==> config.mk <==
export PLATFORM = sky130hd
export DESIGN_NAME = button_conditioner_flat
export DESIGN_NICKNAME = d
export VERILOG_FILES = /design/src/rtl/button_conditioner_if.sv /design/src/rtl/button_conditioner.sv /design/src/flat_wrapper.sv
export SDC_FILE = /design/constraint.sdc
export NUM_CORES = 1
export LEC_CHECK = 0
export ABC_AREA = 1
export BUFFER_PORTS_ARGS = -buffer_cell sky130_fd_sc_hd__buf_4
export CORE_ASPECT_RATIO = 1.5
export CORE_MARGIN = 5
export CORE_UTILIZATION = 50
export DETAILED_ROUTE_END_ITERATION = 10
export GPL_TIMING_DRIVEN = 0
export PLACE_DENSITY = 0.78
export SLEW_MARGIN = 20
export SYNTH_ARGS = -nofsm -noshare
export SYNTH_HDL_FRONTEND = slang
export SYNTH_SLANG_ARGS = --single-unit
export TNS_END_PERCENT = 50
==> constraint.sdc <==
create_clock -name clk -period 2.2 [get_ports clk]
set_clock_uncertainty 0.1 [all_clocks]
set_input_delay 0.22 -clock clk [delete_from_list [all_inputs] [get_ports clk]]
set_output_delay 0.22 -clock clk [all_outputs]
set_load 0.02 [all_outputs]
==> src/rtl/button_conditioner_if.sv <==
// -----------------------------------------------------------------------------
// button_conditioner_if
//   Groups the push-button signals of the button conditioner.
//   Signals:
//     button_raw  raw, bouncy pad level (1 = pressed), driven by the pad side
//     button      one-cycle step pulse toward the LED colour stage
//     level       debounced button level
//   Modports:
//     master  pad / consumer side: drives button_raw, observes button and level
//     slave   conditioner side: samples button_raw, drives button and level
// -----------------------------------------------------------------------------
interface button_conditioner_if;
    logic button_raw;
    logic button;
    logic level;

    modport master (output button_raw, input button, input level);
    modport slave  (input button_raw, output button, output level);
endinterface

==> src/rtl/button_conditioner.sv <==
// -----------------------------------------------------------------------------
// button_conditioner
//   Turns a bouncy push-button pad input into a clean one-cycle step pulse for
//   the LED colour stage, and exports the debounced level.
//   Chain: 2-flop synchroniser -> debounce counter -> press/auto-repeat FSM.
//
//   Ports:
//     clk   in   single clock, all state updates on posedge
//     rst   in   synchronous, active-high reset
//     bus   slave modport of button_conditioner_if
//             button_raw in  : asynchronous pad input, 1 = pressed
//             button     out : registered step pulse, one cycle per step
//             level      out : registered debounced level
//
//   Configuration macro: AUTO_REPEAT_EN
//     defined   : press pulse, first repeat HOLD_CYCLES later, then one
//                 every REPEAT_CYCLES while held.
//     undefined : exactly one pulse per debounced press; the REPEAT state and
//                 the repeat counter do not exist.
// -----------------------------------------------------------------------------
module button_conditioner #(
    parameter int DEBOUNCE_CYCLES = 8,
    parameter int HOLD_CYCLES     = 32,
    parameter int REPEAT_CYCLES   = 8,
    parameter int CNT_W           = 16
) (
    input  logic                  clk,
    input  logic                  rst,
    button_conditioner_if.slave   bus
);

    // Reject configurations the counters cannot represent.
    if (DEBOUNCE_CYCLES < 1 || HOLD_CYCLES < 2 || REPEAT_CYCLES < 2 ||
        DEBOUNCE_CYCLES >= (2 ** CNT_W) || HOLD_CYCLES >= (2 ** CNT_W) ||
        REPEAT_CYCLES >= (2 ** CNT_W)) begin : g_bad_cfg
        $error("button_conditioner: invalid *_CYCLES / CNT_W combination");
    end

    localparam logic [CNT_W-1:0] DEB_LAST = CNT_W'(DEBOUNCE_CYCLES - 1);

`ifdef AUTO_REPEAT_EN
    typedef enum logic [1:0] {IDLE, HOLD, REPEAT} state_t;
    localparam logic [CNT_W-1:0] HOLD_LAST = CNT_W'(HOLD_CYCLES - 1);
    localparam logic [CNT_W-1:0] REP_LAST  = CNT_W'(REPEAT_CYCLES - 1);
    logic [CNT_W-1:0] rcnt;
`else
    typedef enum logic [1:0] {IDLE, HOLD} state_t;
`endif

    logic             sync1, sync2;
    logic [CNT_W-1:0] dcnt;
    logic             level_q;
    logic             button_q;
    state_t           state;

    // The debounced level flips on this edge; the FSM reacts on the same edge
    // so the press pulse lines up with the level rise.
    logic flip, rise, fall;
    assign flip = (sync2 != level_q) && (dcnt == DEB_LAST);
    assign rise = flip && !level_q;
    assign fall = flip &&  level_q;

    // Synchroniser and debounce counter
    always_ff @(posedge clk) begin
        if (rst) begin
            sync1   <= 1'b0;
            sync2   <= 1'b0;
            dcnt    <= '0;
            level_q <= 1'b0;
        end else begin
            sync1 <= bus.button_raw;
            sync2 <= sync1;
            if (sync2 == level_q) begin
                dcnt <= '0;
            end else if (flip) begin
                level_q <= ~level_q;
                dcnt    <= '0;
            end else begin
                dcnt <= dcnt + CNT_W'(1);
            end
        end
    end

    // Press / auto-repeat FSM. A level fall always takes priority over a
    // counter expiry, so release never emits a pulse.
    always_ff @(posedge clk) begin
        if (rst) begin
            state    <= IDLE;
            button_q <= 1'b0;
`ifdef AUTO_REPEAT_EN
            rcnt     <= '0;
`endif
        end else begin
            button_q <= 1'b0;
            case (state)
                IDLE: begin
                    if (rise) begin
                        button_q <= 1'b1;
                        state    <= HOLD;
`ifdef AUTO_REPEAT_EN
                        rcnt     <= '0;
`endif
                    end
                end
`ifdef AUTO_REPEAT_EN
                HOLD: begin
                    if (fall) begin
                        state <= IDLE;
                        rcnt  <= '0;
                    end else if (rcnt == HOLD_LAST) begin
                        button_q <= 1'b1;
                        rcnt     <= '0;
                        state    <= REPEAT;
                    end else begin
                        rcnt <= rcnt + CNT_W'(1);
                    end
                end
                REPEAT: begin
                    if (fall) begin
                        state <= IDLE;
                        rcnt  <= '0;
                    end else if (rcnt == REP_LAST) begin
                        button_q <= 1'b1;
                        rcnt     <= '0;
                    end else begin
                        rcnt <= rcnt + CNT_W'(1);
                    end
                end
`else
                HOLD: begin
                    if (fall) state <= IDLE;
                end
`endif
                default: state <= IDLE;
            endcase
        end
    end

    assign bus.button = button_q;
    assign bus.level  = level_q;

endmodule

==> src/flat_wrapper.sv <==
// flat-port wrapper written by rule: the top's interface ports become plain ports
module button_conditioner_flat 
#(
    parameter int DEBOUNCE_CYCLES = 8,
    parameter int HOLD_CYCLES     = 32,
    parameter int REPEAT_CYCLES   = 8,
    parameter int CNT_W           = 16
)
  (clk, rst, bus_button_raw, bus_button, bus_level);
  button_conditioner_if bus_i ();
  input  logic clk;
  input  logic rst;
  input wire logic [$bits(bus_i.button_raw)-1:0] bus_button_raw;
  output wire logic [$bits(bus_i.button)-1:0] bus_button;
  output wire logic [$bits(bus_i.level)-1:0] bus_level;
  assign bus_i.button_raw = bus_button_raw;
  assign bus_button = bus_i.button;
  assign bus_level = bus_i.level;
  button_conditioner #(.DEBOUNCE_CYCLES(DEBOUNCE_CYCLES), .HOLD_CYCLES(HOLD_CYCLES), .REPEAT_CYCLES(REPEAT_CYCLES), .CNT_W(CNT_W)) u_core (.clk(clk), .rst(rst), .bus(bus_i));
endmodule
Word-level counts from Yosys, hierarchy flattened
Index checks and enable logic that the tools add are counted.
{"block": "classes", "n_reduce_logical": 9, "eq_ne": 6, "bitwise_logic": 3, "addsub": 1, "mux": 4}
{"cell": "adder 16 x 1 -> 16 bit, second input constant", "n": 1}
{"cell": "== test 16 x 3 -> 1 bit, second input constant", "n": 1}
{"cell": "2-to-1 mux 2 bit", "n": 2}
{"cell": "!= test 2 x 1 -> 1 bit, second input constant", "n": 2}
{"cell": "one-hot mux 2 bit (2 select lines)", "n": 1}
{"cell": "AND reduction 2 bit", "n": 2}
{"cell": "logical AND 1 bit", "n": 3}
{"cell": "inverter 1 bit", "n": 3}
{"cell": "OR reduction 3 bit", "n": 1}
{"cell": "== test 2 x 1 -> 1 bit, second input constant", "n": 1}
{"cell": "zero test 2 bit", "n": 1}
{"cell": "OR reduction 2 bit", "n": 1}
{"cell": "== test 1 bit", "n": 1}
{"cell": "zero test 1 bit", "n": 1}
{"cell": "2-to-1 mux 1 bit", "n": 1}
{"cell": "!= test 1 bit", "n": 1}
{"block": "totals", "reg_bits": 22, "inputBits": 3, "output_inout_bits": 2, "elab_cells": 29}

Longest topological paths before layout
{"block": "logic_depth", "depth_word": 5, "mapped_depth": 8, "mapped_depth_nobuf": 8}

Worst setup path before layout
OpenSTA, ideal clock, no wires.
{"block": "synth_timing", "kind": "reg-to-reg", "startpoint": "reg u_core.dcnt[0]", "endpoint": "reg u_core.dcnt[10]", "n_path_buf": 1, "slack_ps": 764, "synth_period_minus_slack_ps": 1436, "setup_time_ps": 113, "t_required_ps": 1987, "arrival_time_ps": 1222, "stages_incl_launch_ff": 8, "path_cell_list": "dfxtp_1 -> ha_1 -> nand3_1 -> nor2_1 -> nand2_1 -> nand3_2 -> buf_4 -> nor2_1"}
{"block": "synth_via", "elab_chain_len": 3, "word_cells_on_any_way": 4, "classes_between": "add/sub (1); eq/ne (1); reduce/logical (2)"}
{"element": "start, declared", "line": "button_conditioner.sv:51", "rtl": "logic [CNT_W-1:0] dcnt;"}
{"element": "start signal, assigned", "line": "button_conditioner.sv:79", "rtl": "dcnt <= dcnt + CNT_W'(1);"}
{"element": "parallel branches: the longest is 3 deep, another holds adder 16 x 1 -> 16 bit"}
Parallel ways; which one is timed is not known.
A chain may end at the register's enable or synchronous reset.

Worst setup path in the final report
{"block": "layout_timing", "startpoint": "reg u_core.dcnt[0]", "endpoint": "reg u_core.dcnt[12]"}
The elaborated chain is that of the path after synthesis.

==> flow_summary.json <==
{
  "crit_arrival_ns": 1.78,
  "internal_power_mw": 0.4561,
  "grt_setup_unrepaired": "no",
  "hold_path_depth": 3,
  "max-slew-margin-rel_pct": 78.38,
  "grt_max_degree": 13,
  "dieArea_sq_mm": 0.003074,
  "setup_viol": 0,
  "die-width_microns": 46.97,
  "synth_enable_flop_cells": 0,
  "primary_flip_flop_cell_chosen_by_synthesis_mapping": "dfxtp_1",
  "final-seq-area_sq_um": 420.4,
  "setup_ws_final_ns": 0.5299,
  "port-buffer-count": 4,
  "layout_min_cycle_time_ns": 1.670,
  "critical_path.max_fanout": 10,
  "cts_max_path_buffers": 2,
  "synth-async-reset-ratio_pct": 0,
  "clk_transition_reported_paths_ns": 0.12,
  "grt_usage_pct": 14.97,
  "drcViolationCount": 0,
  "holdPathEnd": "u_core.sync1$_SDFF_PP0_",
  "worst_pin_slew_ns": 0.3232,
  "routed_wire_length_per_instance_microns": 10.56,
  "yosysTopAreaCell": "dfxtp_1",
  "dp_worst_setup_slack_ns": 0.5653,
  "final_max_slew_violation_count": 0,
  "rr_startpoint": "u_core.dcnt[0]$_SDFF_PP0_",
  "outcome": "finished, final reports clean",
  "leakage_nw": 0.4322,
  "place.detailed.hpwl_microns": 1465,
  "post_synth_most_frequent_cells": "nor2_1, nand2_1, dfxtp_1",
  "worst_r2r_endpoint": "u_core.dcnt[12]$_SDFF_PP0_",
  "multiInputGateArea_sq_um": 540.5,
  "worstSetupEndpointType": "flip-flop",
  "comb_power_share_pct": 2.2,
  "placed_cells": 176,
  "antenna_cells_inserted": 0,
  "rr_worst_depth": 7,
  "detail-route-antenna-nets": 0,
  "number_of_placement_rows": 20,
  "first_pass_grt_wire_length_microns": 3477,
  "power.share.switching_pct": 21.41,
  "num_vias": 924,
  "avgSynthCellArea_sq_um": 6.832,
  "synth.top_cells.by_area": "dfxtp_1, nor2_1, nand2_1, nand3_1, inv_1",
  "die_h_microns": 65.45,
  "holdWs_ns": 0.01096,
  "first_global_vias": 859,
  "post-synth-top-area-fraction_pct": 41.03,
  "pwr-share-clk_pct": 31.7,
  "worst_ep_required_time_ns": 2.31,
  "vias_per_cell": 5.105,
  "setup-tns-final_ns": 0,
  "pin_count": 5,
  "drive_gt1_share_pct": 9.434,
  "ctsRootBufferMaster": "clkbuf_4",
  "hp-start": "bus_button_raw",
  "design_power_total_mw": 0.5804,
  "maxCapViolCount": 0,
  "ir_worst_vdd_mv": 0.5012,
  "tritoncts.num_buffers": 3,
  "cts_tree": "yes",
  "grt_remaining_overflow": 0,
  "synth.net_count": 154,
  "start_kind": "flip-flop",
  "first_pass_iters": 4,
  "final_cell_count_no_fill": 181,
  "wirelength_microns": 1911,
  "worst_skew_pair_latency_ns": 0.31,
  "clkSinkCount": 21,
  "sequentialPowerShare_pct": 66.1,
  "core_region_area_sq_mm": 0.002002,
  "gp_congestion": 0.9229,
  "synth.distinct_cells": 17,
  "synth-seq-area-share_pct": 41.03,
  "cts_htree_levels": 1,
  "drt-initial-drc-count": 27,
  "max_clock_freq_mhz": 598.8,
  "n_fill_cell": 198,
  "r2r_setup_slack_ns": 0.53,
  "number_of_antenna_violations_at_the_first_check_in_global_routing": 0,
  "final_hold_viol_count": 0,
  "criticalPathCategory": "reg2reg",
  "share_of_the_cycle_needed_by_the_critical_path_after_routing_pct": 75.91,
  "power_per_cell_area_mw_per_mm2": 518.3,
  "num-nets-final": 164,
  "total_switching_power_mw": 0.1243,
  "yosys_register_bits": 21,
  "min_path_type": "in2reg",
  "post_synthesis_instance_area_sq_mm": 0.001025,
  "post_synthesis_cell_count": 150,
  "initial_utilization_pct": 51.19,
  "post-synth-top-count-cell": "nor2_1",
  "ys_warn_count": 0,
  "area_delta_synth_final_pct": 9.279
}
==> repair_timing <==
| item | in CTS | in global routing |
|---|---|---|
| buffers inserted | 0 | 0 |
| endpoints found under the hold margin | 2 | 0 |
| gates resized for setup | 0 | 0 |
| hold buffers | 1 | 0 |
| endpoints found under the setup margin | 0 | 0 |
==> power groups by stage <==
stage	combinational, mW	sequential [mW]	clock, mW
6_report	0.0129	0.384	0.184
5_1_grt	0.0148	0.384	0.206
4_1_cts	0.0129	0.384	0.191
3_5_place_dp	0.0114	0.392	0
3_3_place_gp	0.0112	0.392	0
2_1_floorplan	0.00664	0.392	0
==> area by class of cell <==
type	instances	share of cell area [%]
clock inverter	1	0.4469
tap	22	2.458
sequential	21	37.54
multi-input combinational	113	48.27
buffer	1	0.6704
timing repair buffer	5	3.575
clock buffer	3	2.011
inverter	15	5.028
==> worst max-delay path: stages, from the launching register on <==
cell     delay, ns
dfxtp_1       0.43
ha_1          0.32
nand3_1       0.11
nor2_1        0.11
nand2_1       0.08
nand3_2       0.15
buf_4         0.21
nor2_1        0.06
==> placed cells by master, fill, tap and decap left out <==
cell / netlist / layout
nor2_1: 40 / 40
nand2_1: 36 / 36
dfxtp_1: 21 / 21
inv_1: 15 / 15
nand3_1: 14 / 14
buf_4: 1 / 5
a21oi_1: 5 / 5
xnor2_1: 4 / 4
xor2_1: 3 / 3
nand4_1: 3 / 3
clkbuf_4: 0 / 3
nor2_2: 2 / 2
nand3_4: 1 / 1
nand3_2: 1 / 1
nor3_4: 1 / 1
nand2_2: 1 / 1
o21ai_0: 1 / 1
ha_1: 1 / 1
clkinv_2: 0 / 1
dlygate4sd3_1: 0 / 1
==> metrics by stage <==
| step | utilization, % | cell area (sq um) |
|---|---|---|
| 5_1_grt | 55.94 | 1120 |
| 3_5_place_dp | 54.06 | 1082 |
| 6_report | 55.94 | 1120 |
| 2_1_floorplan | - | 1025 |
| 3_3_place_gp | 54.06 | 1082 |
| 4_1_cts | 55.94 | 1120 |
==> per-layer routing <==
| layer | global-route usage, % | vias to the layer above | wire [microns] |
|---|---|---|---|
| li1 | - | 484 | - |
| met1 | 18.47 | 420 | 839 |
| met2 | 24.49 | 14 | 981 |
| met3 | 1.918 | 6 | 41 |
| met4 | 7.266 | 0 | 49 |
| met5 | 0 | - | 0 |
==> worst max path at each step <==
| stage | cells past startpoint | endpoint | from | slack (ns) |
|---|---|---|---|---|
| 3_3_place_gp | 7 | u_core.dcnt[10]$_SDFF_PP0_ | u_core.dcnt[0]$_SDFF_PP0_ | 0.56 |
| 2_1_floorplan | 7 | u_core.dcnt[10]$_SDFF_PP0_ | u_core.dcnt[0]$_SDFF_PP0_ | 0.76 |
| 5_1_grt | 7 | u_core.dcnt[12]$_SDFF_PP0_ | u_core.dcnt[0]$_SDFF_PP0_ | 0.41 |
| 3_5_place_dp | 7 | u_core.dcnt[12]$_SDFF_PP0_ | u_core.dcnt[0]$_SDFF_PP0_ | 0.57 |
| 4_1_cts | 7 | u_core.dcnt[12]$_SDFF_PP0_ | u_core.dcnt[0]$_SDFF_PP0_ | 0.54 |
| 6_report | 7 | u_core.dcnt[12]$_SDFF_PP0_ | u_core.dcnt[0]$_SDFF_PP0_ | 0.53 |
==> flip-flops by register name (all words and copies together) (netlist names) <==
signal / flops
u_core.dcnt: 16
u_core.sync1: 1
u_core.bus.level: 1
u_core.bus.button: 1
u_core.state: 1
u_core.sync2: 1
==> logic make-up after synthesis <==
kind of cell    count (synthesis)  synth area share (%)
buf+inv                        16                 6.227
flops                          21                 41.03
fa+ha+maj                       1                 1.221
compound gates                  6                 2.930
xor+xnor                        7                 5.983
simple gates                   99                 42.61
Power figures use the tool's default switching activity.
